File: src/rtl/seven_seg_pkg.sv
// ============================================================================
// Module   : seven_seg_pkg
// Brief    : Shared constants for the multiplexed 7-segment display driver.
// Revision : 1.0
// ============================================================================
`default_nettype none

package seven_seg_pkg;

   localparam int C_MAX_DIGITS = 8;

   localparam int C_SEG_A = 0;
   localparam int C_SEG_B = 1;
   localparam int C_SEG_C = 2;
   localparam int C_SEG_D = 3;
   localparam int C_SEG_E = 4;
   localparam int C_SEG_F = 5;
   localparam int C_SEG_G = 6;

   localparam logic [6:0] C_SEG_OFF = 7'h00;

   // Active-high patterns, bit0 = a ... bit6 = g; entry 15 listed first
   localparam logic [15:0][6:0] C_SEG_TABLE = {
      7'h71, 7'h79, 7'h5E, 7'h39, 7'h7C, 7'h77, 7'h6F, 7'h7F,
      7'h07, 7'h7D, 7'h6D, 7'h66, 7'h4F, 7'h5B, 7'h06, 7'h3F
   };

endpackage

`default_nettype wire

File: src/rtl/seven_seg_hex_decode.sv
// ============================================================================
// Module   : seven_seg_hex_decode
// Brief    : Combinational hex nibble to active-high 7-segment pattern.
// Revision : 1.0
// ============================================================================
`default_nettype none

module seven_seg_hex_decode
   import seven_seg_pkg::*;
(
   input  logic [3:0] i_nibble,
   output logic [6:0] o_segments
);

   assign o_segments = C_SEG_TABLE[i_nibble];

endmodule

`default_nettype wire

File: src/rtl/seven_seg_scan_ctrl.sv
// ============================================================================
// Module   : seven_seg_scan_ctrl
// Brief    : N-digit scanned 7-segment driver with PWM, LZ blanking, shadow regs.
// Revision : 1.0
// ============================================================================
`default_nettype none

module seven_seg_scan_ctrl
   import seven_seg_pkg::*;
#(
   parameter int G_NUM_DIGITS  = 8,
   parameter int G_SUB_TICKS   = 12500,
   parameter int G_BRIGHT_BITS = 3,
   parameter int G_ACTIVE_LOW  = 1
)(
   input  logic                        i_Clk,
   input  logic                        i_Reset,
   input  logic [4*G_NUM_DIGITS-1:0]   i_Digits,
   input  logic [G_NUM_DIGITS-1:0]     i_Digit_En,
   input  logic [G_NUM_DIGITS-1:0]     i_Dp,
   input  logic                        i_Lz_Blank,
   input  logic [G_BRIGHT_BITS-1:0]    i_Brightness,
   output logic [6:0]                  o_Segments,
   output logic                        o_Dp,
   output logic [G_NUM_DIGITS-1:0]     o_Anode,
   output logic                        o_Frame_Start
);

   localparam int   C_IDX_W  = (G_NUM_DIGITS > 1) ? $clog2(G_NUM_DIGITS) : 1;
   localparam int   C_TICK_W = $clog2(G_SUB_TICKS);
   localparam logic C_INV    = (G_ACTIVE_LOW != 0);

   logic [C_TICK_W-1:0]       r_tick;
   logic [G_BRIGHT_BITS-1:0]  r_phase;
   logic [C_IDX_W-1:0]        r_index;
   logic                      w_tick_wrap;
   logic                      w_phase_wrap;
   logic                      w_frame;

   assign w_tick_wrap  = (r_tick == C_TICK_W'(G_SUB_TICKS - 1));
   assign w_phase_wrap = w_tick_wrap && (r_phase == '1);
   assign w_frame      = !i_Reset && (r_tick == '0) && (r_phase == '0) && (r_index == '0);
   assign o_Frame_Start = w_frame;

   always_ff @(posedge i_Clk) begin
      if (i_Reset) begin
         r_tick  <= '0;
         r_phase <= '0;
         r_index <= '0;
      end else begin
         r_tick <= w_tick_wrap ? '0 : r_tick + C_TICK_W'(1);
         if (w_tick_wrap)
            r_phase <= r_phase + G_BRIGHT_BITS'(1);
         if (w_phase_wrap)
            r_index <= (r_index == C_IDX_W'(G_NUM_DIGITS - 1)) ? '0 : r_index + C_IDX_W'(1);
      end
   end

   logic [4*G_NUM_DIGITS-1:0]  r_sh_digits;
   logic [G_NUM_DIGITS-1:0]    r_sh_en;
   logic [G_NUM_DIGITS-1:0]    r_sh_dp;
   logic                       r_sh_lz;
   logic [G_BRIGHT_BITS-1:0]   r_sh_bright;

   always_ff @(posedge i_Clk) begin
      if (i_Reset) begin
         r_sh_digits <= '0;
         r_sh_en     <= '0;
         r_sh_dp     <= '0;
         r_sh_lz     <= 1'b0;
         r_sh_bright <= '0;
      end else if (w_frame) begin
         r_sh_digits <= i_Digits;
         r_sh_en     <= i_Digit_En;
         r_sh_dp     <= i_Dp;
         r_sh_lz     <= i_Lz_Blank;
         r_sh_bright <= i_Brightness;
      end
   end

   // The frame-tick cycle itself must already see the new frame's values
   logic [4*G_NUM_DIGITS-1:0]  w_digits;
   logic [G_NUM_DIGITS-1:0]    w_en;
   logic [G_NUM_DIGITS-1:0]    w_dp;
   logic                       w_lz;
   logic [G_BRIGHT_BITS-1:0]   w_bright;

   assign w_digits = w_frame ? i_Digits     : r_sh_digits;
   assign w_en     = w_frame ? i_Digit_En   : r_sh_en;
   assign w_dp     = w_frame ? i_Dp         : r_sh_dp;
   assign w_lz     = w_frame ? i_Lz_Blank   : r_sh_lz;
   assign w_bright = w_frame ? i_Brightness : r_sh_bright;

   logic [G_NUM_DIGITS-1:0] w_lz_blank;

   // Walk from the most significant digit down; disabled digits do not break the zero run
   always_comb begin : p_lz
      logic zero_above;
      zero_above = 1'b1;
      w_lz_blank = '0;
      for (int k = G_NUM_DIGITS - 1; k >= 0; k--) begin
         w_lz_blank[k] = w_lz && (k != 0) && (w_digits[4*k +: 4] == 4'h0) && zero_above;
         if (w_en[k] && (w_digits[4*k +: 4] != 4'h0))
            zero_above = 1'b0;
      end
   end

   logic [3:0] w_nib;
   logic [6:0] w_seg_dec;

   assign w_nib = w_digits[4*r_index +: 4];

   seven_seg_hex_decode u_hex_decode (
      .i_nibble   (w_nib),
      .o_segments (w_seg_dec)
   );

   logic [C_IDX_W-1:0] r1_index;
   logic               r1_on;
   logic               r1_blank;
   logic               r1_dp;
   logic [6:0]         r1_seg;

   always_ff @(posedge i_Clk) begin
      if (i_Reset) begin
         r1_index <= '0;
         r1_on    <= 1'b0;
         r1_blank <= 1'b0;
         r1_dp    <= 1'b0;
         r1_seg   <= C_SEG_OFF;
      end else begin
         r1_index <= r_index;
         r1_on    <= (r_phase <= w_bright) && w_en[r_index];
         r1_blank <= w_lz_blank[r_index];
         r1_dp    <= w_dp[r_index];
         r1_seg   <= w_seg_dec;
      end
   end

   logic [G_NUM_DIGITS-1:0] w_anode;
   logic [6:0]              w_seg;
   logic                    w_dp_out;

   always_comb begin
      w_anode = '0;
      if (r1_on)
         w_anode[r1_index] = 1'b1;
      w_seg    = (r1_on && !r1_blank) ? r1_seg : C_SEG_OFF;
      w_dp_out = r1_on && r1_dp;
   end

   logic [G_NUM_DIGITS-1:0] r_anode;
   logic [6:0]              r_seg;
   logic                    r_dp;

   always_ff @(posedge i_Clk) begin
      if (i_Reset) begin
         r_anode <= {G_NUM_DIGITS{C_INV}};
         r_seg   <= {7{C_INV}};
         r_dp    <= C_INV;
      end else begin
         r_anode <= w_anode ^ {G_NUM_DIGITS{C_INV}};
         r_seg   <= w_seg ^ {7{C_INV}};
         r_dp    <= w_dp_out ^ C_INV;
      end
   end

   assign o_Anode    = r_anode;
   assign o_Segments = r_seg;
   assign o_Dp       = r_dp;

endmodule

`default_nettype wire

File: config.mk
export PLATFORM = sky130hd
export DESIGN_NAME = seven_seg_scan_ctrl
export DESIGN_NICKNAME = d
export VERILOG_FILES = /design/src/rtl/seven_seg_pkg.sv /design/src/rtl/seven_seg_hex_decode.sv /design/src/rtl/seven_seg_scan_ctrl.sv
export SDC_FILE = /design/constraint.sdc
export NUM_CORES = 1
export LEC_CHECK = 0
export ABC_AREA = 1
export CORE_MARGIN = 1
export CORE_UTILIZATION = 40
export DETAILED_ROUTE_END_ITERATION = 8
export PLACE_DENSITY = 0.63
export SKIP_CTS_REPAIR_TIMING = 1
export SYNTH_ARGS = -nofsm -noshare
export SYNTH_HDL_FRONTEND = slang
export SYNTH_SLANG_ARGS = --single-unit
File: constraint.sdc
create_clock -name i_Clk -period 7.2 [get_ports i_Clk]
set_clock_uncertainty 0.1 [all_clocks]
set_input_delay 1.08 -clock i_Clk [delete_from_list [all_inputs] [get_ports i_Clk]]
set_output_delay 1.08 -clock i_Clk [all_outputs]
set_load 0.1 [all_outputs]
==> impl_metrics.json <==
{
  "clock-root-buffer": "clkbuf_16",
  "startpoint_type": "input port",
  "ir_worst_vdd_uv": 126,
  "multi_input_area_mm2": 0.00235,
  "hold_slack_ns": 0.275,
  "min_from": "r1_seg[4]$_SDFF_PP0_",
  "leakage_uw": 0.00268,
  "dpl-instance-area_mm2": 0.00560,
  "setup_violations": 0,
  "postRouteAntennaNets": 0,
  "failed_checks": "DRC",
  "critical_path.slowest_cell": "clkdlybuf4s50_1",
  "finalInstanceArea_mm2": 0.00593,
  "synth_warnings": 0,
  "netlist.top_cell.by_area": "dfxtp_1",
  "power_density_mw_per_mm2": 232,
  "num_rows": 39,
  "crit_buf_inv": 5,
  "netlist_area_mm2": 0.00482,
  "clk_latency_ns": 0.35,
  "grt_pass1_wl_um": 20200,
  "area_delta_synth_final_pct": 22.9,
  "crit_type": "in2out",
  "setup_tns_ns": 0,
  "clock_sinks": 101,
  "cts-buffers-inserted": 9,
  "period_minus_slack_ns": 5.15,
  "hold_viol": 0,
  "die_h_um": 112,
  "ioPinCount": 71,
  "crit_family": "buffers and inverters",
  "synth_cell_types": 36,
  "first_pass_iters": 8,
  "layout-drive-gt1-share": 0.0616,
  "clk_path_buf_depth": 2,
  "synth_top_cell_area_share": 0.419,
  "worstPathMaxFanout": 63,
  "netlist_top_cells_area": "dfxtp_1, nand2_1, nor2_1",
  "r2r_start": "r_index[1]$_SDFFE_PP0P_",
  "antenna_found_initial": 0,
  "grt_max_degree": 64,
  "core_area_mm2": 0.0116,
  "r2r-end": "r1_seg[3]$_SDFF_PP0_",
  "final_common_cell": "nand2_1",
  "grt_pass1_vias": 4249,
  "fill_cells": 1146,
  "via_per_inst": 4.99,
  "rr_worst_depth": 19,
  "die-area_mm2": 0.0125,
  "synth.avg_cell_area_um2": 7.07,
  "endpoint_kind": "output pin",
  "fmax_ghz": 0.194,
  "hold_class": "reg2reg",
  "cts.clk_slew.worst_paths_ns": 0.07,
  "power_uw": 1370,
  "hold_depth": 1,
  "r2r_slack_ns": 3.13,
  "path_cells": "buf_2 > buf_4 > inv_2 > nand3_1 > nor2_1 > nand3_1 > clkinv_1 > clkdlybuf4s50_1",
  "required_ns": 6.02,
  "drc": 4,
  "vias": 4443,
  "slew_headroom": 0.340,
  "antennaDiodeCount": 0,
  "drt_iter0_drc": 273,
  "routabilityCongestion": 0.900,
  "overflow": 0,
  "maxCapViolations": 0,
  "htreeDepth": 3,
  "max_stage_delay_ns": 1.07,
  "nets": 814,
  "wirelength_um": 12000,
  "status": "finished with violations",
  "cpMostUsedCell": "nand3_1",
  "start_util": 0.417,
  "die_w_um": 112,
  "final_cell_mix": "nand2_1, dfxtp_1, nor2_1",
  "ys_seq_elements": 101,
  "grt_usage": 0.202,
  "seq_area_frac_synth": 0.419,
  "min_to": "o_Segments[4]$_SDFF_PP1_",
  "syn_inst": 682,
  "worst_slew_pin_slew_ns": 0.987,
  "dpl.hpwl_um": 8760,
  "slew_viol_final": 0,
  "io_buffers": 70,
  "syn-num-nets": 754,
  "seqCellArea_mm2": 0.00202,
  "cts_tree": "built",
  "arrival_ns": 3.97,
  "fin_crit_sh": 0.715,
  "rsz0062_at_grt": "no",
  "wl_per_cell_um": 13.5
}
[area by class of cell]
cell class,count,area share
flip-flops and latches,101,0.341
inverters,82,0.0519
repair buffers,76,0.125
multi-input cells,472,0.397
clock inverters,7,0.0165
well taps,143,0.0302
clock buffers,9,0.0380
[registers in the layout, indices dropped and copies added, names as in the netlist]
signal and cells:
r_sh_digits 32, r_tick 14, o_Anode 8, r_sh_dp 8
r_sh_en 8, o_Segments 7, r1_seg 7, r1_index 3
r_index 3, r_phase 3, r_sh_bright 3, o_Dp 1
r1_blank 1, r1_dp 1, r1_on 1, r_sh_lz 1
[through the flow]
stage	util	setup WS, ns	std cells
finish	0.512	2.05	890
detailed placement	0.484	2.01	874
global route	0.512	1.81	890
floorplan	-	3.76	682
CTS	0.512	2.00	890
global placement	0.484	2.08	874
[cell usage after synthesis]
cell,instances
nor2_1,93
a31oi_1,1
inv_1,75
nand3_2,1
nor3_1,8
a21oi_2,1
xor2_1,2
buf_2,9
and3_1,1
o21ai_2,6
nand2_1,168
nor2_2,2
buf_4,3
clkbuf_1,11
ha_1,18
nor4_1,1
nor3b_1,3
nand4_1,6
a21oi_1,28
mux2i_1,9
clkinv_1,3
nand2_2,6
dfxtp_1,101
o22ai_1,2
nand3_1,59
o41ai_1,1
inv_2,4
buf_6,2
o21ai_0,11
nand2_4,2
o21a_1,1
nand3b_1,18
o21ai_1,22
a211oi_1,1
or2_2,1
buf_1,2
[kinds of logic after synthesis]
kind of cell | share of synthesized area
AND/OR/NAND/NOR | 0.334
flip-flops | 0.419
XOR/XNOR | 0.00363
adder cells (fa/ha/maj) | 0.0467
AO/OA/AOI/OAI | 0.0848
multiplexers | 0.0187
buffers and inverters | 0.0926
[worst reg2reg max path, delay by kind of cell (launching register included)]
kind / cells / cell delay (ns)
compound gates: 4 / 0.64
fa+ha+maj: 2 / 0.57
buf+inv: 5 / 1.15
flops: 1 / 0.70
simple gates: 8 / 0.88
[per-layer routing]
layer | share of wire | GRT usage | up-vias
li1 | - | - | 2280
met1 | 0.45 | 0.255 | 2055
met2 | 0.49 | 0.342 | 92
met3 | 0.045 | 0.0435 | 16
met4 | 0.017 | 0.0685 | 0
met5 | 0 | 0 | -
[where the power goes]
group,total [uW],leakage [uW],internal [uW],switching [uW]
logic,250,0.00169,94.1,156
clock network,518,0.000159,282,237
registers,605,0.000826,594,10.5
[worst max-delay path by stage]
stage | start | end | slack (ns) | cells after the start
2_1_floorplan | i_Reset | o_Frame_Start | 3.76 | 6
3_3_place_gp | i_Reset | o_Frame_Start | 2.08 | 8
3_5_place_dp | i_Reset | o_Frame_Start | 2.01 | 8
4_1_cts | i_Reset | o_Frame_Start | 2.00 | 8
5_1_grt | i_Reset | o_Frame_Start | 1.81 | 8
6_report | i_Reset | o_Frame_Start | 2.05 | 8
No activity file was read; power rests on OpenSTA's default activity.
